===== src/rtl/uart_rx.sv =====
// -----------------------------------------------------------------------------
// uart_rx -- 8N1 UART receiver with mid-bit sampling.
//
// The serial line is double-flopped into the i_Clock domain, and every receive
// decision uses only the synchronized copy. A falling edge on an idle line starts
// a frame. The start bit is re-checked at its midpoint so that short glitches
// are rejected. The data bits, optional parity bit and stop bit are then sampled
// once per bit period, each at mid-bit.
//
// Optional feature: define UART_RX_PARITY_EN to enable a 9-bit frame. An even
// parity bit then sits between the data bits and the stop bit. A parity
// mismatch reports an error instead of delivering the byte.
//
// Parameters
//   CLKS_PER_BIT  i_Clock cycles per serial bit (1..65535), default 100 MHz/9600
//
// Ports
//   i_Clock       system clock; all state changes on its rising edge
//   i_Rst_n       asynchronous active-low reset
//   i_Rx_Serial   asynchronous serial input, idle high, LSB first
//   o_Rx_DV       one-clock pulse: o_Rx_Byte has just been loaded with a new byte
//   o_Rx_Byte     last correctly received byte, held until the next good frame
//   o_Rx_Error    one-clock pulse on a framing (or parity) error
//   o_Rx_Active   high from a validated start bit until the FSM is back in IDLE
//
// Handshake: o_Rx_DV is a pure valid strobe with no ready. The consumer must
// capture o_Rx_Byte on the cycle o_Rx_DV is high, or at any time before the next
// o_Rx_DV pulse. o_Rx_DV and o_Rx_Error are never high on the same clock.
// -----------------------------------------------------------------------------
module uart_rx #(
  parameter int CLKS_PER_BIT = 10416
) (
  input  logic       i_Clock,
  input  logic       i_Rst_n,
  input  logic       i_Rx_Serial,
  output logic       o_Rx_DV,
  output logic [7:0] o_Rx_Byte,
  output logic       o_Rx_Error,
  output logic       o_Rx_Active
);

  // The start bit is checked half a bit after the edge. Later bits are checked
  // one full bit after that, so every sample lands near the centre of its bit.
  localparam logic [15:0] HALF_BIT = 16'((CLKS_PER_BIT - 1) / 2);
  localparam logic [15:0] LAST_CLK = 16'(CLKS_PER_BIT - 1);

  typedef enum logic [2:0] {
    IDLE          = 3'd0,
    RX_START_BIT  = 3'd1,
    RX_DATA_BITS  = 3'd2,
`ifdef UART_RX_PARITY_EN
    RX_PARITY_BIT = 3'd3,
`endif
    RX_STOP_BIT   = 3'd4,
    CLEANUP       = 3'd5
  } state_t;

  state_t      state;
  logic [15:0] clk_cnt;
  logic [2:0]  bit_idx;
  logic [7:0]  data_sr;
  logic        rx_meta;
  logic        rx_sync;
  // Set only when the stop bit was sampled low. CLEANUP then waits for the line
  // to go high again, so a held break reports one error and not a stream of
  // phantom frames. After a good stop bit the line is known to be high.
  // CLEANUP can therefore release after one clock. This lets a start edge
  // that arrives early (inside the stop bit) still be caught.
  logic        wait_high;
`ifdef UART_RX_PARITY_EN
  logic        parity_err;
`endif
  logic        frame_ok;

  // ---------------------------------------------------------------------------
  // Two-flop synchronizer. It resets to the idle (high) level.
  // ---------------------------------------------------------------------------
  always_ff @(posedge i_Clock or negedge i_Rst_n) begin
    if (!i_Rst_n) begin
      rx_meta <= 1'b1;
      rx_sync <= 1'b1;
    end else begin
      rx_meta <= i_Rx_Serial;
      rx_sync <= rx_meta;
    end
  end

  // Outcome of the stop-bit sample. This only matters in RX_STOP_BIT.
`ifdef UART_RX_PARITY_EN
  assign frame_ok = rx_sync & ~parity_err;
`else
  assign frame_ok = rx_sync;
`endif

  // ---------------------------------------------------------------------------
  // Receive FSM. All outputs are registered here.
  // ---------------------------------------------------------------------------
  always_ff @(posedge i_Clock or negedge i_Rst_n) begin
    if (!i_Rst_n) begin
      state       <= IDLE;
      clk_cnt     <= 16'd0;
      bit_idx     <= 3'd0;
      data_sr     <= 8'h00;
      wait_high   <= 1'b0;
`ifdef UART_RX_PARITY_EN
      parity_err  <= 1'b0;
`endif
      o_Rx_DV     <= 1'b0;
      o_Rx_Byte   <= 8'h00;
      o_Rx_Error  <= 1'b0;
      o_Rx_Active <= 1'b0;
    end else begin
      // The strobes default low, so each one is high for exactly one clock.
      o_Rx_DV    <= 1'b0;
      o_Rx_Error <= 1'b0;

      case (state)
        IDLE: begin
          clk_cnt     <= 16'd0;
          bit_idx     <= 3'd0;
          o_Rx_Active <= 1'b0;
          if (!rx_sync) begin
            state <= RX_START_BIT;
          end
        end

        RX_START_BIT: begin
          if (clk_cnt == HALF_BIT) begin
            clk_cnt <= 16'd0;
            if (!rx_sync) begin
              state       <= RX_DATA_BITS;
              o_Rx_Active <= 1'b1;
            end else begin
              // The line is already high again: this was a glitch, not a start bit.
              state <= IDLE;
            end
          end else begin
            clk_cnt <= clk_cnt + 16'd1;
          end
        end

        RX_DATA_BITS: begin
          if (clk_cnt == LAST_CLK) begin
            clk_cnt <= 16'd0;
            // Shift in from the top. After eight samples the first (LSB) bit
            // has reached data_sr[0].
            data_sr <= {rx_sync, data_sr[7:1]};
            if (bit_idx == 3'd7) begin
              bit_idx <= 3'd0;
`ifdef UART_RX_PARITY_EN
              state   <= RX_PARITY_BIT;
`else
              state   <= RX_STOP_BIT;
`endif
            end else begin
              bit_idx <= bit_idx + 3'd1;
            end
          end else begin
            clk_cnt <= clk_cnt + 16'd1;
          end
        end

`ifdef UART_RX_PARITY_EN
        RX_PARITY_BIT: begin
          if (clk_cnt == LAST_CLK) begin
            clk_cnt    <= 16'd0;
            // Even parity: the data bits and the parity bit together hold an
            // even number of ones.
            parity_err <= rx_sync ^ (^data_sr);
            state      <= RX_STOP_BIT;
          end else begin
            clk_cnt <= clk_cnt + 16'd1;
          end
        end
`endif

        RX_STOP_BIT: begin
          if (clk_cnt == LAST_CLK) begin
            clk_cnt   <= 16'd0;
            state     <= CLEANUP;
            wait_high <= ~rx_sync;
            if (frame_ok) begin
              o_Rx_Byte <= data_sr;
              o_Rx_DV   <= 1'b1;
            end else begin
              o_Rx_Error <= 1'b1;
            end
          end else begin
            clk_cnt <= clk_cnt + 16'd1;
          end
        end

        CLEANUP: begin
          clk_cnt <= 16'd0;
          if (rx_sync || !wait_high) begin
            state       <= IDLE;
            wait_high   <= 1'b0;
            o_Rx_Active <= 1'b0;
          end
        end

        default: begin
          state       <= IDLE;
          clk_cnt     <= 16'd0;
          bit_idx     <= 3'd0;
          o_Rx_Active <= 1'b0;
        end
      endcase
    end
  end

endmodule

===== config.mk =====
export PLATFORM = sky130hd
export DESIGN_NAME = uart_rx
export DESIGN_NICKNAME = d
export VERILOG_FILES = /design/src/rtl/uart_rx.sv
export SDC_FILE = /design/constraint.sdc
export NUM_CORES = 1
export LEC_CHECK = 0
export CAP_MARGIN = 20
export CORE_ASPECT_RATIO = 0.75
export CORE_MARGIN = 3
export CORE_UTILIZATION = 45
export DETAILED_ROUTE_END_ITERATION = 8
export PLACE_DENSITY_LB_ADDON = 0.12
export SKIP_LAST_GASP = 1
export SLEW_MARGIN = 10
export SYNTH_ARGS = -nofsm -noshare
export SYNTH_HDL_FRONTEND = slang
export SYNTH_SLANG_ARGS = --single-unit
export TNS_END_PERCENT = 100

===== constraint.sdc =====
create_clock -name i_Clock -period 2.5 [get_ports i_Clock]
set_input_delay 0.75 -clock i_Clock [delete_from_list [all_inputs] [get_ports i_Clock]]
set_output_delay 0.75 -clock i_Clock [all_outputs]
set_load 0.02 [all_outputs]

==> impl_metrics.ini, run 1 <==
[outcome]
status = completed

[worst_setup_path]
path_common_cell = or4_4
critPathBufInv = 0
path_max_fanout = 8
max_stage_delay_ns = 0.57
crit_type = reg2reg
slowest_stage = or4_4
worstPathRequired_ns = 2.68
arrival_ns = 2.64
critPathTopFamily = simple AND/OR/NAND/NOR gates
crit_chain = or4_4 > or4_4 > or4_4 > mux2_4
critPathLaunchType = flip-flop
worstSetupEndpointType = flip-flop

[drt]
vias_per_cell = 5.55
final_antenna_net_count = 0
wl_per_cell_um = 15.4
firstDrtPassIters = 4
first_iter_violations = 107
drc = 0
num_vias = 1359
routed_wl_mm = 3.77

[synthesis]
synth_top_area_share_pct = 51.5
synthesis.area_um2 = 2040
yosys-top-cells-area = dfrtp_1, mux2_4, mux2_2
yosys_warnings = 0
synthArstFlopShare_pct = 100
synth_cells = 171
synth.distinct_cells = 40
yosys_register_bits = 44
synth_nets = 177
postSynthAreaPerCell_um2 = 11.9
synth_area_leader_cell = dfrtp_1
synth_edf_count = 0
ys.flop_type = dfrtp_1
synth_seq_area_share_pct = 54.0

[power_and_ir_drop]
power.leakage_uw = 0.00113
fin_total_pwr_uw = 1360
powerDensity_nw_per_um2 = 570
ir_drop_v = 0.000321

[final_layout]
design_area_um2 = 2390
drive_above_1_share_pct = 18.9
fin_cells = 245
nNetsFinal = 196
syn2layout_area_growth_pct = 16.9
layout_commonest_cell = dfrtp_1
antenna_cells = 0
layout_common_cells = dfrtp_1, nor2_1, clkdlybuf4s50_1, xor2_1

[cts]
post_cts_buffers = 0
hold_buffers = 0
insertion_delay_ns = 0.29
htree_levels = 2
clockBufferDepth = 2
cts_tree = built
numClockSinks = 44
cts_buffers = 5
clkTransAtPathRegs_ns = 0.08
root_buffer = clkbuf_8

[timing]
post-route-min-period_ns = 2.46
worst_clock_skew_ns = 0.00876
slew_headroom_pct = 65.1
grt_setup_unrepaired = true
fin_setup_tns_ns = 0
worstMarginPinSlew_ns = 0.522
fmaxAchievable_ghz = 0.406
setup-violations-final = 0
hold_viol_final = 0
maxSlewViolCount = 0
post-route-period-util_pct = 98.5
fin_ws_ns = 0.0369

[floorplanning]
die_area_um2 = 5390
coreArea_um2 = 4200
die_x_um = 83.8
initial_core_util_pct = 48.6
ios = 14
die_h_um = 64.3
num_rows = 20

[hold_path]
min_path_type = reg2reg

[placed_design]
hpwl_mm = 2.69
dpl-instance-area_um2 = 2260
dp.cells = 238
io_buffers = 13
pre_cts_ws_ns = 0.0446
gp_congestion = 0.798

[grt]
overflow = 0
grt_use_total_pct = 15.8
grt_max_degree = 45
antenna_found_initial = 0
grt_pass1_vias = 1356
grt_pass1_wl_mm = 6.73

[run]
cap_violations = 0
state kept, by name, indices dropped and copies added (netlist names):
register and cells:
bit_idx 3, clk_cnt 16, data_sr 8, frame_ok 1
o_Rx_Active 1, o_Rx_Byte 8, o_Rx_DV 1, o_Rx_Error 1
rx_meta 1, state 3, wait_high 1
synthesized netlist by cell type, types with 2 or more instances:
cell type and count:
a21oi_1 5, and3_1 3, and4_1 3, clkbuf_1 4
dfrtp_1 42, dfstp_2 2, ha_1 3, mux2_2 8
mux2_4 8, mux2i_1 4, nand2_1 5, nand2b_1 4
nand3_1 4, nand3b_1 2, nand4_1 5, nor2_1 20
nor2b_1 2, o21ai_0 6, o22ai_1 4, or3_1 2
or4_1 2, or4_4 2, or4bb_1 3, xnor2_1 3
xor2_1 10
repair_timing:
action	CTS	global route
endpoints found under the setup margin	0	1
gates resized for setup	0	0
hold endpoints to repair	0	0
report_power, final:
part | switching [uW] | internal (uW)
clock network | 231 | 393
registers | 1.84 | 714
logic | 15.5 | 5.90
total | 248 | 1110
worst paths after layout:
kind / from / end / slack [ns] / cells after the start
max in group asynchronous: i_Rst_n / rx_meta / 1.81 / 2
worst max register to register: clk_cnt[8] / o_Rx_Byte[5] / 0.04 / 4
worst max-delay path: clk_cnt[8] / o_Rx_Byte[5] / 0.04 / 4
worst min-delay path: rx_meta / frame_ok / 0.36 / 0
worst min register to register: rx_meta / frame_ok / 0.36 / 0
min in group asynchronous: i_Rst_n / o_Rx_Byte[4] / 0.42 / 2
through the flow:
| stage | util (%) | hold WS, ns |
|---|---|---|
| 3_5_place_dp | 53.7 | 0.348 |
| 6_report | 56.8 | 0.359 |
| 3_3_place_gp | 53.7 | 0.346 |
| 2_1_floorplan | - | 0.345 |
| 5_1_grt | 56.8 | 0.362 |
| 4_1_cts | 56.8 | 0.361 |
final cells by class:
type | instances | area (um2)
fillers | 360 | 1820
flip-flops and latches | 44 | 1100
multi-input cells | 119 | 900
repair buffers | 19 | 183
clock buffers | 5 | 68.8
well taps | 55 | 68.8
clock inverters | 2 | 60.1
inverters | 1 | 3.75
per-layer routing:
metal,wire [um],track usage [%],share of wire [%]
met1,1980,24.1,53
met2,1560,21.1,42
met3,158,4.38,4.2
met4,65,5.42,1.7
met5,0,0,0
cells by family (layout without fill, tap and decap cells):
logic type / Yosys count / count (layout) / synth area share [%]
compound gates: 21 / 21 / 6.37
fa+ha+maj: 3 / 3 / 1.84
simple gates: 62 / 62 / 17.8
xor+xnor: 13 / 13 / 5.58
mux: 20 / 20 / 12.3
buf+inv: 8 / 27 / 2.08
flops: 44 / 44 / 54.0
(Power assumes the default switching activity.)
==> inputs of run 2 (changes only) <==
- CORE_ASPECT_RATIO: 0.75 -> 1.5
==> impl_metrics.ini, run 2 (synthesized netlist as in run 1, its figures left out) <==
[cts]
post_cts_buffers = 0
htree_levels = 2
numClockSinks = 44
clkTransAtPathRegs_ns = 0.08
hold_buffers = 0
root_buffer = clkbuf_8
cts_resized = 0
cts_buffers = 5
insertion_delay_ns = 0.29
clockBufferDepth = 2
cts_tree = built

[timing]
fin_setup_tns_ns = 0
fin_ws_ns = 0.0471
fmaxAchievable_ghz = 0.408
hold_viol_final = 0
worst_clock_skew_ns = 0.00575
post-route-period-util_pct = 98.1
grt_setup_unrepaired = true
setup-violations-final = 0
worstMarginPinSlew_ns = 0.546
post-route-min-period_ns = 2.45
slew_headroom_pct = 63.6
maxSlewViolCount = 0

[drt]
routed_wl_mm = 3.72
firstDrtPassIters = 6
final_antenna_net_count = 0
wl_per_cell_um = 15.6
drc = 0
vias_per_cell = 5.65
num_vias = 1351
wl_met3_um = 75
met1Wirelength_mm = 1.54
first_iter_violations = 24
wl_met2_mm = 2.04
top_layer = met4

[final_layout]
nNetsFinal = 198
drive_above_1_share_pct = 20.2
largest-register = clk_cnt
layout_common_cells = dfrtp_1, nor2_1, clkdlybuf4s50_1, xor2_1
largest_register_ffs = 16
fin_cells = 239
layout_commonest_cell = dfrtp_1
reg.largest.list = clk_cnt x16, data_sr x8, o_Rx_Byte x8
antenna_cells = 0
syn2layout_area_growth_pct = 14.7

[grt]
overflow = 0
grt_max_degree = 45
antenna_found_initial = 0
grt_use_total_pct = 16.1
grt_pass1_wl_mm = 6.63
grt_pass1_vias = 1449

[placed_design]
io_buffers = 13
dp.cells = 229
hpwl_mm = 2.63
gp_congestion = 0.789
pre_cts_ws_ns = 0.0492

[hold_path]
min_path_type = reg2reg
min_from = rx_meta

[worst_setup_path]
arrival_ns = 2.63
worstPathRequired_ns = 2.68
reg2reg_from = clk_cnt[9]
crit_type = reg2reg
path_max_fanout = 8
critPathLaunchType = flip-flop
startpoint = clk_cnt[9]
worstSetupEndpointType = flip-flop

[power_and_ir_drop]
switching_power_uw = 247
ir_drop_v = 0.000365
combinationalPowerShare_pct = 1.5
fin_total_pwr_uw = 1190
p_int_uw = 938
power.leakage_uw = 0.00112
seqPwrFrac_pct = 60.3
powerDensity_nw_per_um2 = 506
sw_frac_of_total_pct = 20.9
p_clk_share_pct = 38.1

[floorplanning]
coreArea_um2 = 4320
num_rows = 29
die_x_um = 61
initial_core_util_pct = 47.3
die_h_um = 88.5
ios = 14
die_area_um2 = 5400

[run]
cap_violations = 0

[outcome]
status = completed
run 2: power by group through the flow:
stage                     combinational, uW  clock [uW]  sequential [uW]
after floorplan                        1.53           0              729
after global placement                 18.9           0              729
after detailed placement               19.3           0              730
after CTS                              19.3         471              715
after global routing                   21.5         505              716
final                                  18.2         452              715
run 2: routing by layer:
metal,GRT usage [%],vias to the layer above
met5,0,-
met4,5.92,0
met3,3.94,8
met2,28.6,21
met1,18.2,668
li1,-,654
run 2: area by class of cell:
type,instances,area (um2)
Clock inverter,2,10.0
Clock buffer,6,82.6
Sequential cell,44,1100
Inverter,1,3.75
Fill cell,397,1980
Multi-Input combinational cell,119,900
Timing Repair Buffer,21,185
Tap cell,46,57.6
run 2: worst paths after layout:
check	end	slack, ns	depth (start not counted)
max	o_Rx_Byte[6]	0.05	4
min	frame_ok	0.36	0
max reg2reg	o_Rx_Byte[6]	0.05	4
min reg2reg	frame_ok	0.36	0
max in group asynchronous	frame_ok	1.59	2
min in group asynchronous	bit_idx[1]	0.52	2
run 2: through the flow:
stage / hold slack, ns / cell area [um2] / utilization, %
6_report: 0.357 / 2340 / 54.2
5_1_grt: 0.366 / 2340 / 54.2
4_1_cts: 0.359 / 2330 / 53.9
3_5_place_dp: 0.348 / 2230 / 51.8
3_3_place_gp: 0.348 / 2230 / 51.8
2_1_floorplan: 0.345 / 2050 / -
run 2: critical path, cell delays in order, from the launching register on:
cell,delay (ns)
dfrtp_1,0.43
or4_4,0.55
or4_4,0.50
or4_4,0.53
mux2_4,0.34
